$ cat config.mk
export PLATFORM = sky130hd
export DESIGN_NAME = costas_loop_filter
export DESIGN_NICKNAME = d
export VERILOG_FILES = /design/src/rtl/dsss_pkg.sv /design/src/rtl/int_dump.sv /design/src/rtl/costas_loop_filter.sv
export SDC_FILE = /design/constraint.sdc
export NUM_CORES = 1
export LEC_CHECK = 0
export CAP_MARGIN = 0
export CORE_UTILIZATION = 50
export CTS_CLUSTER_DIAMETER = 150
export DETAILED_ROUTE_END_ITERATION = 7
export PLACE_DENSITY = 0.68
export SLEW_MARGIN = 15
export SYNTH_ARGS = -nofsm -noshare
export SYNTH_HDL_FRONTEND = slang
export SYNTH_SLANG_ARGS = --single-unit
export TNS_END_PERCENT = 5
$ cat constraint.sdc
create_clock -name clk -period 23 [get_ports clk]
set_input_delay 3.45 -clock clk [delete_from_list [all_inputs] [get_ports clk]]
set_output_delay 3.45 -clock clk [all_outputs]
set_load 0.005 [all_outputs]
$ cat src/rtl/dsss_pkg.sv
// Shared DSSS demodulator definitions: default widths, loop-gain profiles, saturating add.
// Latency: n/a (package only).
// Backpressure: n/a.
package dsss_pkg;

    localparam int PD_W_DEF = 23;
    localparam int DF_W_DEF = 32;

    // Loop-gain shift profiles (gain = 2^-shift)
    localparam int KP_ACQ = 2;
    localparam int KI_ACQ = 6;
    localparam int KP_TRK = 4;
    localparam int KI_TRK = 10;

    typedef struct packed {
        logic signed [63:0] val;
        logic               clip;
    } sat_t;

    // Adds two sign-extended operands and clamps the result to a signed width-bit range.
    // Callers must keep width <= 63.
    function automatic sat_t sat_add(input logic signed [63:0] a,
                                     input logic signed [63:0] b,
                                     input int width);
        logic signed [64:0] s;
        logic signed [64:0] hi;
        logic signed [64:0] lo;
        sat_t r;
        s  = 65'(a) + 65'(b);
        hi = (65'sd1 <<< (width - 1)) - 65'sd1;
        lo = -(65'sd1 <<< (width - 1));
        r.clip = 1'b0;
        r.val  = 64'(s);
        if (s > hi) begin
            r.val  = 64'(hi);
            r.clip = 1'b1;
        end else if (s < lo) begin
            r.val  = 64'(lo);
            r.clip = 1'b1;
        end
        return r;
    endfunction

endpackage

$ cat src/rtl/int_dump.sv
// Integrate-and-dump averager over 2^LOG2_DUMP accepted samples.
// Latency: avg/avg_vld one edge after the registered last sample (two edges after pd_vld).
// Backpressure: none; accepts a sample every cycle, gaps allowed.
module int_dump #(
    parameter int PD_W      = 23,
    parameter int LOG2_DUMP = 3
) (
    input  logic                   clk,
    input  logic                   rst,
    input  logic                   clr,
    input  logic                   pd_vld,
    input  logic signed [PD_W-1:0] pd,
    output logic signed [PD_W-1:0] avg,
    output logic                   avg_vld
);

    localparam int ACC_W = PD_W + LOG2_DUMP;

    logic                    samp_vld;
    logic signed [PD_W-1:0]  samp;
    logic signed [ACC_W-1:0] acc;
    logic signed [ACC_W-1:0] sum;
    logic [LOG2_DUMP-1:0]    cnt;

    assign sum = acc + ACC_W'(samp);

    always_ff @(posedge clk or negedge rst) begin
        if (!rst) begin
            samp_vld <= 1'b0;
            samp     <= '0;
            acc      <= '0;
            cnt      <= '0;
            avg      <= '0;
            avg_vld  <= 1'b0;
        end else begin
            // clr drops both the sample arriving now and the one already registered
            samp_vld <= pd_vld & ~clr;
            samp     <= pd;
            avg_vld  <= 1'b0;
            if (clr) begin
                acc <= '0;
                cnt <= '0;
            end else if (samp_vld) begin
                if (&cnt) begin
                    avg     <= PD_W'(sum >>> LOG2_DUMP);
                    avg_vld <= 1'b1;
                    acc     <= '0;
                    cnt     <= '0;
                end else begin
                    acc <= sum;
                    cnt <= cnt + 1'b1;
                end
            end
        end
    end

endmodule

$ cat src/rtl/costas_loop_filter.sv
// Costas-loop PI filter: averaged phase error -> saturated NCO frequency offset.
// Latency: df/df_vld valid two edges after the edge accepting the last sample of a dump.
// Backpressure: none; pd_vld may be high every cycle.
module costas_loop_filter
    import dsss_pkg::*;
#(
    parameter int PD_W      = PD_W_DEF,
    parameter int DF_W      = DF_W_DEF,
    parameter int LOG2_DUMP = 3,
    parameter int KP_SHIFT  = KP_TRK,
    parameter int KI_SHIFT  = KI_TRK
) (
    input  logic                   clk,
    input  logic                   rst,
    input  logic                   pd_vld,
    input  logic signed [PD_W-1:0] pd,
    input  logic                   hold,
    input  logic                   clr,
    output logic signed [DF_W-1:0] df,
    output logic                   df_vld,
    output logic                   sat
);

    logic signed [PD_W-1:0] avg;
    logic                   avg_vld;
    logic signed [DF_W-1:0] integ;

    logic signed [63:0] avg_ext;
    logic signed [63:0] prop;
    logic signed [63:0] incr;
    logic signed [63:0] integ_ext;
    sat_t               s_int;
    sat_t               s_df;

    int_dump #(
        .PD_W      (PD_W),
        .LOG2_DUMP (LOG2_DUMP)
    ) u_int_dump (
        .clk     (clk),
        .rst     (rst),
        .clr     (clr),
        .pd_vld  (pd_vld),
        .pd      (pd),
        .avg     (avg),
        .avg_vld (avg_vld)
    );

    always_comb begin
        avg_ext   = 64'(avg);
        integ_ext = 64'(integ);
        prop      = avg_ext >>> KP_SHIFT;
        incr      = hold ? 64'sd0 : (avg_ext >>> KI_SHIFT);
        s_int     = sat_add(integ_ext, incr, DF_W);
        s_df      = sat_add(prop, s_int.val, DF_W);
    end

    always_ff @(posedge clk or negedge rst) begin
        if (!rst) begin
            integ  <= '0;
            df     <= '0;
            df_vld <= 1'b0;
            sat    <= 1'b0;
        end else begin
            df_vld <= 1'b0;
            sat    <= 1'b0;
            // clr also swallows an average that lands in the same cycle
            if (clr) begin
                integ <= '0;
                df    <= '0;
            end else if (avg_vld) begin
                integ  <= DF_W'(s_int.val);
                df     <= DF_W'(s_df.val);
                df_vld <= 1'b1;
                sat    <= s_int.clip | s_df.clip;
            end
        end
    end

endmodule

After elaboration in Yosys (flattened, before gate mapping):

Cells that the tools add are included.

* output and inout port bits: 34
* bits in registers: 143
* logic and storage cells: 47

* reduce and logical (&&, ||, !) cells: 4
* multiplexer cells: 22
* order comparisons: 4
* bitwise operators: 3
* add/subtract/negate cells: 4

Operators with widths (count)
* greater-than comparator 65 x 32 -> 1 bit (second input constant): 2
* < comparator 65 x 32 -> 1 bit (second input constant): 2
* 2-to-1 mux 65 bit: 2
* 2-to-1 mux 32 bit: 4
* 2-to-1 mux 26 bit: 3
* 2-to-1 mux 33 bit: 2
* adder 19 x 64 -> 65 bit: 1
* adder 32 x 64 -> 65 bit: 1
* 2-to-1 mux 64 bit: 1
* adder 26 x 23 -> 26 bit: 1
* 2-to-1 mux 3 bit: 3
* 2-to-1 mux 1 bit: 7
* AND reduction 5 bit: 1
* nonzero test 2 bit: 2
* adder 3 x 1 -> 3 bit (second input constant): 1
* AND reduction 3 bit: 1
* bitwise AND 1 bit: 1
* inverter 1 bit: 1
* OR 1 bit: 1

Logic depth before layout (Yosys ltp):

Gate-level depths: netlist (run 1).

* depth after elaboration: 12
* mapped depth: 41
* mapped depth without buffers: 37

Modules after synthesis:

A second synthesis (run 1) with hierarchy kept.

* cell total of the unflattened synthesis: 1662
* area total of the unflattened synthesis: 13291.5 µm²

Modules (own cells, without submodules)
* costas_loop_filter: instances 1, area each 9198.8 µm², sequential area each 1651.6 µm², cells each 1253
* int_dump: instances 1, area each 4092.7 µm², sequential area each 1926.8 µm², cells each 409

Worst setup path after synthesis (run 1):

No wires, ideal clock.

* path type: input to register
* start point: in hold
* end point: reg df[1]
* library setup time: 126 ps
* arrival time: 11889 ps
* path buffers: 4
* data required time: 22874 ps
* setup slack: 10985 ps
* stages: 39
* cells stage by stage: clkbuf_1 > nor2b_1 > ha_1 > a21o_1 > a21oi_1 > o21bai_1 > a21oi_1 > nor2b_1 > o21ai_0 > a21oi_1 > a21oi_1 > o31a_1 > a21oi_1 > inv_1 > ha_1 > or3_1 > or3_1 > a32o_1 > [... 3 more ...] > ha_1 > fa_1 > a211oi_1 > o21ai_2 > o211ai_1 > a31oi_1 > o21a_1 > or4_1 > and3_1 > a211o_1 > nor4_1 > nand4_1 > or4_1 > or3_1 > and3_1 > buf_6 > buf_6 > a221o_1

* word-level cells in the longest chain between the ends: 11
* elaborated cells between the ends (all ways): 13
* classes of those cells: add/sub (2); order compare (4); mux (7)

RTL lines
* from (decl): line costas_loop_filter.sv:17 `input logic hold,`
* 2-to-1 mux 64 bit *: line costas_loop_filter.sv:52 `incr = hold ? 64'sd0 : (avg_ext >>> KI_SHIFT);`
* adder 32 x 64 -> 65 bit *: line dsss_pkg.sv:29 `s = 65'(a) + 65'(b);`
* < comparator 65 x 32 -> 1 bit: line dsss_pkg.sv:37 `end else if (s < lo) begin`
* 2-to-1 mux 65 bit: line dsss_pkg.sv:37
* 2-to-1 mux 65 bit *: line dsss_pkg.sv:34 `if (s > hi) begin`
* adder 19 x 64 -> 65 bit *: line dsss_pkg.sv:29
* < comparator 65 x 32 -> 1 bit: line dsss_pkg.sv:37
* 2-to-1 mux 33 bit: line dsss_pkg.sv:37
* 2-to-1 mux 33 bit *: line dsss_pkg.sv:34
* 2-to-1 mux 32 bit *: line costas_loop_filter.sv:70 `end else if (avg_vld) begin`
* 2-to-1 mux 32 bit *: line costas_loop_filter.sv:67 `if (clr) begin`
* to (signal assigned): line costas_loop_filter.sv:72 `df <= DF_W'(s_df.val);`
* to (decl): line costas_loop_filter.sv:19 `output logic signed [DF_W-1:0] df,`

Every way passes the cells marked *; elsewhere a longest branch is shown, timed or not. The select of a mux whose other input is x is not followed.
A chain may end at the register's enable or synchronous reset.

Worst setup path in the final report (run 1):

* start point: in hold
* end point: reg df[30]

The elaborated chain is that of the path after synthesis.

==> results of run 1 <==
==> kinds of logic after synthesis <==
group           synth area share
flops                     0.2749
mux                      0.02462
compound gates            0.2646
simple gates              0.1954
fa+ha+maj                 0.1094
buf+inv                  0.05369
xor+xnor                 0.07752
==> synthesized netlist by cell type (31+ instances only) <==
library cell / count / share of area
a221o_1: 31 / 0.025
xnor2_1: 73 / 0.051
nor3_1: 33 / 0.013
nand4_1: 42 / 0.021
dfrtp_1: 139 / 0.27
nor2_1: 114 / 0.034
inv_1: 33 / 0.0098
a21o_1: 45 / 0.027
nand2_1: 135 / 0.040
xor2_1: 39 / 0.027
o21ai_0: 69 / 0.027
a21oi_1: 145 / 0.057
clkbuf_1: 63 / 0.019
ha_1: 105 / 0.10
nor2b_1: 31 / 0.015
==> routing by layer <==
metal	share of wire	vias up	global-route usage
met5	0	-	0
met4	0.021	0	0.07676
met3	0.065	51	0.04417
met2	0.44	401	0.4195
met1	0.48	5603	0.4005
li1	-	5600	-
==> state kept, by name, indices dropped and copies added, names as in the netlist <==
name,cells
u_int_dump.acc,26
integ,32
u_int_dump.avg,19
u_int_dump.samp,23
u_int_dump.avg_vld,1
u_int_dump.samp_vld,1
df,32
u_int_dump.cnt,3
sat,1
df_vld,1
==> cells in the final DEF, fill, tap and decap left out, types with 5 or more instances in the layout <==
cell	netlist	routed
a2111oi_0	7	7
a211oi_1	13	13
a21o_1	45	45
a21oi_1	145	145
a221o_1	31	31
a22o_1	24	24
a311oi_1	29	29
a31oi_1	20	20
and2_1	11	11
and3_1	21	21
buf_4	4	15
clkbuf_16	0	17
clkdlybuf4s50_1	0	60
dfrtp_1	139	137
ha_1	105	105
inv_1	33	33
inv_6	0	5
mux2_2	17	17
mux2i_1	12	12
nand2_1	135	135
nand2b_1	15	15
nand3_1	28	28
nand4_1	42	42
nor2_1	114	112
nor2b_1	31	31
nor3_1	33	32
nor4_1	9	9
o211ai_1	8	8
o21a_1	16	16
o21ai_0	69	69
o21bai_1	12	12
o31a_1	5	5
or2_2	8	8
or3_1	11	11
or4_1	8	8
xnor2_1	73	73
xor2_1	39	39
==> power groups by stage <==
stage          clock (mW)  combinational (mW)  sequential, mW
2_1_floorplan           0              0.0344           0.257
3_3_place_gp            0              0.0510           0.258
3_5_place_dp            0              0.0522           0.258
4_1_cts             0.273              0.0526           0.254
5_1_grt             0.285              0.0584           0.254
6_report            0.270              0.0521           0.254
==> area by class of cell <==
type                            instances  area [um^2]  share of cell area
Clock inverter                         14        130.1            0.009414
Tap cell                              324        405.4             0.02933
Clock buffer                           18        439.2             0.03177
Inverter                               34        127.6            0.009233
Sequential cell                       139         3481              0.2518
Multi-Input combinational cell       1228         8514              0.6160
Timing Repair Buffer                   76        724.4             0.05241
==> stage by stage <==
stage	setup slack (ps)	area, um^2
6_report	8700	13820
5_1_grt	7806	13820
4_1_cts	8838	13820
3_5_place_dp	8428	13250
3_3_place_gp	8782	13250
2_1_floorplan	10980	12650
==> how the worst max path moves through the flow <==
| stage | start | end | slack, ps | cells after the start |
|---|---|---|---|---|
| 3_3_place_gp | hold | df[0] | 8780 | 37 |
| 3_5_place_dp | hold | df[30] | 8430 | 37 |
| 5_1_grt | hold | df[30] | 7810 | 37 |
| 6_report | hold | df[30] | 8700 | 37 |
| 4_1_cts | hold | df[30] | 8840 | 37 |
| 2_1_floorplan | hold | df[1] | 10980 | 39 |
==> worst max-delay path, delay by kind of cell <==
family	cells	cell delay, ps
AND/OR/NAND/NOR	12	3210
buffers and inverters	4	1930
AO/OA/AOI/OAI	16	4480
adder cells (fa/ha/maj)	4	1260
XOR/XNOR	1	270
==> metrics.log, run 1 <==
[metrics] transition time at the pin with the least slew margin: 1161 ps
[metrics] average wire per cell in the routed design: 19.11 um
[metrics] TritonRoute pass-1 iters: 5
[metrics] count of input and output buffers: between 60 and 70
[metrics] register-to-register setup slack: 12050 ps
[metrics] Routed WL: 35.04 mm
[metrics] synthesis warning total: 0
[metrics] combined global-route utilization of all metal layers: 0.2751
[metrics] number of core rows: 57
[metrics] post-route total power: 575.3 uW
[metrics] startpoint of the lowest-slack hold path: u_int_dump.acc[25]
[metrics] peak ir drop on the vdd network: 0.03820 mV
[metrics] area of the mapped netlist: 12650 um^2
[metrics] residual overflow from global routing: 0
[metrics] min cycle time layout: 14300 ps
[metrics] net count of the finished layout: 1632
[metrics] leakage power figure: 6.605 nW
[metrics] number of nets still failing antenna checks after routing: 0
[metrics] reg-to-reg critical path endpoint: df[30]
[metrics] Die Span X: around 160 um
[metrics] Clock Pin Slew Worst Setup and Hold Paths: 60 ps
[metrics] Worst Path Class, Setup: input port to register
[metrics] fraction of power spent switching nets: 0.2737
[metrics] post-synth net total: between 1500 and 2000
[metrics] I/O pin total: slightly above 60
[metrics] routed vias: approximately 12000
[metrics] initial antenna violation count: 0
[metrics] portion of the post-synthesis area used by sequential elements: 0.2749
[metrics] relative contribution of the clock network to total power: 0.468
[metrics] pwr dens: 41.62 nW/um^2
[metrics] Final Hold Slack: 489.0 ps
[metrics] final standard cell utilization of the core: 0.5618
[metrics] relative contribution of sequential cells to total power: 0.441
[metrics] Layout fillers: 2217
[metrics] Die Y: 161.1 um
[metrics] Critical Path RT: about 23000 ps
[metrics] outcome: complete, no violations
[metrics] post-detailed-placement half-perimeter wirelength: 26.49 mm
[metrics] Post-CTS Resized: 0
[metrics] total core area: 24600 um^2
[metrics] H-tree lvl count: 4
[metrics] number of buffers created by CTS: 17
[metrics] per-cell via count in the routed design: 6.358
[metrics] WP data arrival: 14670 ps
[metrics] register bit count reported by yosys: 139
[metrics] total instance count after detailed placement: 1801
[metrics] growth of design area from synthesis to finish: 9.225%
[metrics] CTS root buffer: clkbuf_16
[metrics] number of max-slew violations in the final report: 0
[metrics] Hold Crit Class: register to register
[metrics] first-iteration detailed-routing DRC count: roughly 1000
[metrics] buffer levels on the longest clock path: 2
[metrics] critical register-to-register path startpoint: u_int_dump.avg[10]
[metrics] count of distinct cell types in the synthesized netlist: 95
[metrics] fraction of final layout cells with drive strength greater than 1: 0.06561
[metrics] Crit path largest cell delay: 790 ps
[metrics] Diodes inserted: 0
[metrics] internal power consumption: 417.8 uW
[metrics] Initial Util: 0.5143
[metrics] CTS tree: built
[metrics] DRC: 0
[metrics] Post-Synthesis Mean Instance Area: 8.459 um^2
[metrics] setup repair after global routing missed its margin: false
[metrics] pin count of the biggest net entering global routing: 81
[metrics] fraction of registers with async set or reset after synthesis: 1.000
[metrics] proportion of power drawn by combinational gates: 0.091
[metrics] number of cells on the worst hold path: 1
[metrics] Net Switching: 157.5 uW
[metrics] buffers inserted during post-CTS setup optimization: 0
[metrics] top fanout value on the critical path: 54
[metrics] post-route fraction of the period consumed by the critical path: 0.6218
[metrics] timing-limited maximum frequency: 69.93 MHz
[metrics] CP max stage cell: clkdlybuf4s50_1
[metrics] vias in the first global route: ~11000
[metrics] Worst-Skew Late Latency: 450 ps
[metrics] final hold violation count: 0
[metrics] logic depth of the worst register-to-register path: 36
[metrics] sum of negative setup slack: 0 ps
[metrics] critical path's most frequent cell: a21oi_1
[metrics] Max-Slew Margin vs Limit: 0.2063
[metrics] DIE AREA: approximately 26000 um^2
[metrics] wire length of the first global-routing pass: 57.06 mm
[metrics] count of flip-flops with a built-in enable after synthesis: 0
[metrics] CTS Sinks: approximately 140
[metrics] number of instances in the synthesized netlist: about 1500
[metrics] most used flip-flop cell after synthesis: dfrtp_1
[metrics] Worst Setup Start Kind: input port
[metrics] number of failing setup endpoints in the final timing report: 0
[metrics] Endpoint, Worst Hold: u_int_dump.acc[25]
[metrics] Final Skew: 12.00 ps
[metrics] GP Congestion: a little over 1
[metrics] endpoint class of the critical path: register
[metrics] cts hold-fix bufs: 0
[metrics] max-cap viol count: 0
[metrics] non-filler cells, final: ~1800
Power figures use the tool's default switching activity.
==> run 2: changes to the inputs <==
==> constraint.sdc (replaced) <==
create_clock -name clk -period 14.85 [get_ports clk]
set_input_delay 2.2275 -clock clk [delete_from_list [all_inputs] [get_ports clk]]
set_output_delay 2.2275 -clock clk [all_outputs]
set_load 0.005 [all_outputs]
==> run 2 against run 1 <==
Sequential power grew 55%. Wire length grew 2.9%. First-iteration DRC count up 3.2%. Sequential cell count did not move. Cell area increased by 0.23%. Utilization increased by 0.13 points. Non-clock buffer count did not move. Hold slack improved by 4.0 ps. Setup slack worse by 6900 ps. Critical path type unchanged. Critical endpoint is now df[0].
==> metrics.log, run 2 (synthesis results as in run 1) <==
[metrics] Final Skew: around 12 ps
[metrics] residual overflow from global routing: 0
[metrics] net count of the finished layout: 1632
[metrics] commonest cells after routing, fill and taps aside: a21oi_1 (145), dfrtp_1 (137), nand2_1 (135)
[metrics] peak ir drop on the vdd network: around 0.063 mV
[metrics] H-tree lvl count: 4
[metrics] Die Span X: 161.1 um
[metrics] Worst-Skew Late Latency: 430 ps
[metrics] pin count of the biggest net entering global routing: 83
[metrics] final hold violation count: 0
[metrics] post-route fraction of the period consumed by the critical path: 0.8822
[metrics] critical path's most frequent cell: a21oi_1
[metrics] Worst Setup Start Kind: input port
[metrics] Die Y: 161.1 um
[metrics] most common cell after layout, fill and taps aside: a21oi_1
[metrics] first-iteration detailed-routing DRC count: 1038
[metrics] min cycle time layout: 13100 ps
[metrics] outcome: complete, no violations
[metrics] growth of design area from synthesis to finish: 9.472%
[metrics] Routed WL: 36.04 mm
[metrics] per-cell via count in the routed design: between 6 and 7
[metrics] number of core rows: 57
[metrics] TritonRoute pass-1 iters: 5
[metrics] number of max-slew violations in the final report: 0
[metrics] cts hold-fix bufs: 0
[metrics] startpoint of the lowest-slack hold path: u_int_dump.acc[5]
[metrics] DIE AREA: 25950 um^2
[metrics] total core area: 24600 um^2
[metrics] fraction of final layout cells with drive strength greater than 1: 0.06561
[metrics] CTS Sinks: 139
[metrics] Post-CTS Resized: 0
[metrics] transition time at the pin with the least slew margin: 1142 ps
[metrics] Clock Pin Slew Worst Setup and Hold Paths: 70 ps
[metrics] Placement Cell Area: 13250 um^2
[metrics] Crit path largest cell delay: 800 ps
[metrics] final critical-path setup slack: 1750 ps
[metrics] total instance count after detailed placement: ~1800
[metrics] CTS root buffer: clkbuf_16
[metrics] routed vias: 11685
[metrics] Layout fillers: 2209
[metrics] initial antenna violation count: 0
[metrics] Design Area, Final: 13850 um^2
[metrics] Max-Slew Margin vs Limit: 0.2384
[metrics] combined global-route utilization of all metal layers: 0.2811
[metrics] pwr dens: 65.87 nW/um^2
[metrics] buffer levels on the longest clock path: 2
[metrics] DRC: 0
[metrics] Hold Crit Class: register to register
[metrics] WP data arrival: 13420 ps
[metrics] max-cap viol count: 0
[metrics] Setup WS pre-CTS: 1433 ps
[metrics] Diodes inserted: 0
[metrics] Critical Path RT: between 15000 and 20000 ps
[metrics] average wire per cell in the routed design: 19.66 um
[metrics] count of input and output buffers: 61
[metrics] endpoint class of the critical path: register
[metrics] post-detailed-placement half-perimeter wirelength: 27.06 mm
[metrics] Initial Util: 0.5143
[metrics] Worst Path Class, Setup: input port to register
[metrics] sum of negative setup slack: 0 ps
[metrics] vias in the first global route: about 11000
[metrics] buffers inserted during post-CTS setup optimization: 0
[metrics] CP max stage cell: o311ai_1
[metrics] wire length of the first global-routing pass: 57.97 mm
[metrics] CTS tree: built
[metrics] largest registers ranked by flip-flop count: df: 32 flops, integ: 32 flops, u_int_dump.acc: 26 flops
[metrics] non-filler cells, final: 1833
[metrics] number of buffers created by CTS: 17
[metrics] timing-limited maximum frequency: 76.34 MHz
[metrics] number of failing setup endpoints in the final timing report: 0
[metrics] number of nets still failing antenna checks after routing: 0
[metrics] crit path from: hold
[metrics] leakage power figure: 6.619 nW
[metrics] top fanout value on the critical path: 39
[metrics] GP Congestion: 1.012
[metrics] critical register-to-register path startpoint: u_int_dump.avg[11]
[metrics] setup repair after global routing missed its margin: false
[metrics] I/O pin total: 62
==> run 2: changes by cell type in the layout (fill, tap and decap cells not counted) <==
cell        previous run  this run
bufinv_16              0         1
clkinv_2               2         1
clkbuf_8               1         0
clkinv_8               1         2
clkinvlp_4             2         1
inv_8                  4         5
==> run 2: per-stage QoR <==
stage | utilization | hold slack (ps) | power, mW
detailed placement | 0.5386 | 483.3 | 0.4809
CTS | 0.5630 | 499.2 | 0.9187
global route | 0.5630 | 519.1 | 0.9474
global placement | 0.5386 | 473.2 | 0.4789
floorplan | - | 456.3 | 0.4517
finish | 0.5630 | 493.0 | 0.9125
==> run 2: area by class of cell <==
cell class / instances / area (um^2) / area share
clock buffer: 17 / 425.4 / 0.03071
multi-input combinational: 1228 / 8514 / 0.6146
sequential: 139 / 3481 / 0.2513
clock inverter: 15 / 175.2 / 0.01264
timing repair buffer: 76 / 724.4 / 0.05229
tap: 324 / 405.4 / 0.02926
inverter: 34 / 127.6 / 0.009212
==> run 2: worst paths after layout <==
check	slack (ps)	cells past startpoint	endpoint
setup / recovery	1750	38	df[0]
hold / removal	490	2	u_int_dump.acc[5]
setup reg to reg	3850	37	df[0]
hold reg to reg	490	2	u_int_dump.acc[5]
max in group asynchronous	11630	2	u_int_dump.avg_vld
min in group asynchronous	1770	1	integ[10]
==> run 2: routing by layer <==
layer  up-vias  share of wire  track usage
met3        62          0.075      0.04777
met4         0          0.030      0.09734
met2       492           0.43       0.4132
met1      5540           0.47       0.4131
li1       5591              -            -
met5         -              0            0
==> run 2: power breakdown <==
part / switching, mW / leakage [nW] / total, mW / internal [mW]
combinational: 0.0469 / 4.45 / 0.0812 / 0.0342
sequential: 0.00547 / 1.87 / 0.393 / 0.387
clock: 0.197 / 0.294 / 0.438 / 0.241
total: 0.250 / 6.62 / 0.913 / 0.663
==> run 2: critical path, delay by kind of cell <==
family	cells	cell delay [ps]
and+or+nand+nor	15	3950
xor gates and xnor gates	1	220
AOI/OAI and AO/OA	15	4450
adders and majority gates	3	860
buffers and inverters	4	1700
==> run 3: changes to the inputs <==
--- a/config.mk
+++ b/config.mk
@@ -6,10 +6,12 @@
 export NUM_CORES = 1
 export LEC_CHECK = 0
 export CAP_MARGIN = 0
+export CORE_ASPECT_RATIO = 0.9
 export CORE_UTILIZATION = 50
 export CTS_CLUSTER_DIAMETER = 150
 export DETAILED_ROUTE_END_ITERATION = 7
 export PLACE_DENSITY = 0.68
+export RECOVER_POWER = 50
 export SLEW_MARGIN = 15
 export SYNTH_ARGS = -nofsm -noshare
 export SYNTH_HDL_FRONTEND = slang
==> run 3 against run 2 <==
The run now ends with max-capacitance violations, max-slew violations left. First-iteration DRC count up 19%. Utilization up 0.17 points. Critical path depth decreased by 1. Non-clock buffer count did not move. Hold slack worse by 4.3 ps. Setup slack improved by 82 ps. Clock power barely moved. Combinational power shrank 3.2%. Sequential cell count unchanged. Die area hardly changed. Cell area about the same. Highest routed layer unchanged.
==> metrics.log, run 3 (synthesis results as in run 1) <==
[metrics] final hold violation count: 0
[metrics] vias in the first global route: 10604
[metrics] post-route total power: roughly 910 uW
[metrics] Design Area, Final: 13850 um^2
[metrics] residual overflow from global routing: 0
[metrics] setup repair after global routing missed its margin: false
[metrics] Max-Slew Margin vs Limit: -1.915
[metrics] Hold Crit Class: register to register
[metrics] Worst Path Class, Setup: input port to register
[metrics] Net Switching: 232.2 uW
[metrics] sum of negative setup slack: 0 ps
[metrics] Diodes inserted: 0
[metrics] cts hold-fix bufs: 0
[metrics] net count of the finished layout: 1632
[metrics] number of failing setup endpoints in the final timing report: 0
[metrics] Worst-Skew Late Latency: 440 ps
[metrics] CP max stage cell: clkdlybuf4s50_1
[metrics] number of core rows: 54
[metrics] Worst Setup Start Kind: input port
[metrics] commonest cells after routing, fill and taps aside: a21oi_1 (145), dfrtp_1 (137), nand2_1 (135)
[metrics] leakage power figure: around 6.6 nW
[metrics] non-filler cells, final: 1845
[metrics] endpoint class of the critical path: register
[metrics] routed vias: 11684
[metrics] per-cell via count in the routed design: 6.333
[metrics] CTS root buffer: clkbuf_16
[metrics] number of buffers created by CTS: 17
[metrics] relative contribution of sequential cells to total power: 0.433
[metrics] Die Y: around 150 um
[metrics] count of input and output buffers: 61
[metrics] Crit path largest cell delay: between 700 and 800 ps
[metrics] growth of design area from synthesis to finish: 9.452%
[metrics] timing-limited maximum frequency: 76.81 MHz
[metrics] Routed WL: 34.47 mm
[metrics] fraction of power spent switching nets: 0.2558
[metrics] max-cap viol count: 3
[metrics] Die Span X: 169.7 um
[metrics] outcome: complete, but fails checks
[metrics] number of max-slew violations in the final report: 179
[metrics] Post-CTS Resized: 0
[metrics] TritonRoute pass-1 iters: 7
[metrics] internal power consumption: about 680 uW
[metrics] transition time at the pin with the least slew margin: 4373 ps
[metrics] Clock Pin Slew Worst Setup and Hold Paths: ~60 ps
[metrics] first-iteration detailed-routing DRC count: 1235
[metrics] CTS Sinks: 139
[metrics] top fanout value on the critical path: 54
[metrics] most common cell after layout, fill and taps aside: a21oi_1
[metrics] min cycle time layout: 13020 ps
[metrics] DIE AREA: about 26000 um^2
[metrics] total core area: between 20000 and 25000 um^2
[metrics] violations in the final reports: max-capacitance violations, max-slew violations
[metrics] post-detailed-placement half-perimeter wirelength: between 20 and 30 mm
[metrics] H-tree lvl count: 4
[metrics] I/O pin total: 62
[metrics] wire length of the first global-routing pass: 56.52 mm
[metrics] Initial Util: 0.5160
[metrics] WP data arrival: 13330 ps
[metrics] peak ir drop on the vdd network: 0.06803 mV
[metrics] GP Congestion: 0.9450
[metrics] initial antenna violation count: 0
[metrics] Critical Path RT: between 15000 and 20000 ps
[metrics] combined global-route utilization of all metal layers: 0.2695
[metrics] number of nets still failing antenna checks after routing: 0
[metrics] pin count of the biggest net entering global routing: 85
[metrics] relative contribution of the clock network to total power: 0.480
[metrics] fraction of final layout cells with drive strength greater than 1: 0.06362
[metrics] Placement Cell Area: 13270 um^2
[metrics] DRC: 0
[metrics] largest registers ranked by flip-flop count: df: 32 flops, integ: 32 flops, u_int_dump.acc: 26 flops
[metrics] total instance count after detailed placement: 1813
[metrics] buffers inserted during post-CTS setup optimization: 0
[metrics] critical path's most frequent cell: a21oi_1
[metrics] average wire per cell in the routed design: between 15 and 20 um
[metrics] buffer levels on the longest clock path: 2
[metrics] proportion of power drawn by combinational gates: 0.087
[metrics] Final Skew: between 10 and 15 ps
[metrics] CTS tree: built
[metrics] post-route fraction of the period consumed by the critical path: 0.8767
[metrics] pwr dens: 65.53 nW/um^2
==> run 3: cell types whose count changed in the layout (fill, tap and decap cells not counted), moves of 2 or more <==
cell	change
clkinv_8	-2
buf_4	-2
clkdlybuf4s50_1	-24
clkbuf_1	+3
dlygate4sd3_1	+24
clkinv_4	+2
inv_8	-4
clkinvlp_4	+2
==> run 3: final timing paths <==
kind                       cells after the start               start                 end  slack (ps)
max                                           37                hold               df[0]        1830
min                                            1  u_int_dump.acc[25]  u_int_dump.acc[25]         490
max reg2reg                                   36  u_int_dump.avg[10]               df[0]        3970
min reg2reg                                    1  u_int_dump.acc[25]  u_int_dump.acc[25]         490
max in group asynchronous                      2                 rst  u_int_dump.avg[22]        6920
min in group asynchronous                      1                 rst  u_int_dump.samp[5]        3340
==> run 3: area by class of cell <==
| type | count | area [um^2] |
|---|---|---|
| Timing Repair Buffer | 76 | 709.4 |
| Clock buffer | 18 | 439.2 |
| Fill cell | 2209 | 10680 |
| Tap cell | 336 | 420.4 |
| Sequential cell | 139 | 3481 |
| Clock inverter | 14 | 160.2 |
| Inverter | 34 | 127.6 |
| Multi-Input combinational cell | 1228 | 8513 |
==> run 3: critical path, delay by kind of cell <==
kind / cells / cell delay (ps)
fa+ha+maj: 5 / 1650
compound gates: 16 / 3790
buf+inv: 3 / 1560
simple gates: 13 / 4040
==> run 3: power by group through the flow <==
stage | clock, mW | combinational, mW | sequential [mW]
floorplan | 0 | 0.0533 | 0.398
global placement | 0 | 0.0781 | 0.400
detailed placement | 0 | 0.0800 | 0.400
CTS | 0.442 | 0.0807 | 0.393
global route | 0.456 | 0.0886 | 0.394
finish | 0.436 | 0.0786 | 0.393
==> run 3: metrics by stage <==
stage / worst slack [ps] / util / hold WS (ps)
floorplan: 4057 / - / 456.3
global route: 947.2 / 0.5647 / 521.1
global placement: 1487 / 0.5409 / 473.2
CTS: 1760 / 0.5653 / 492.0
finish: 1831 / 0.5647 / 488.7
detailed placement: 1328 / 0.5409 / 483.7
==> run 3: metal layers <==
layer	global-route usage	wire length [um]	vias up
met3	0.05722	2869	30
met5	0	0	-
met1	0.4466	18000	5640
met4	0.05234	370	0
met2	0.3460	13240	424
li1	-	-	5590
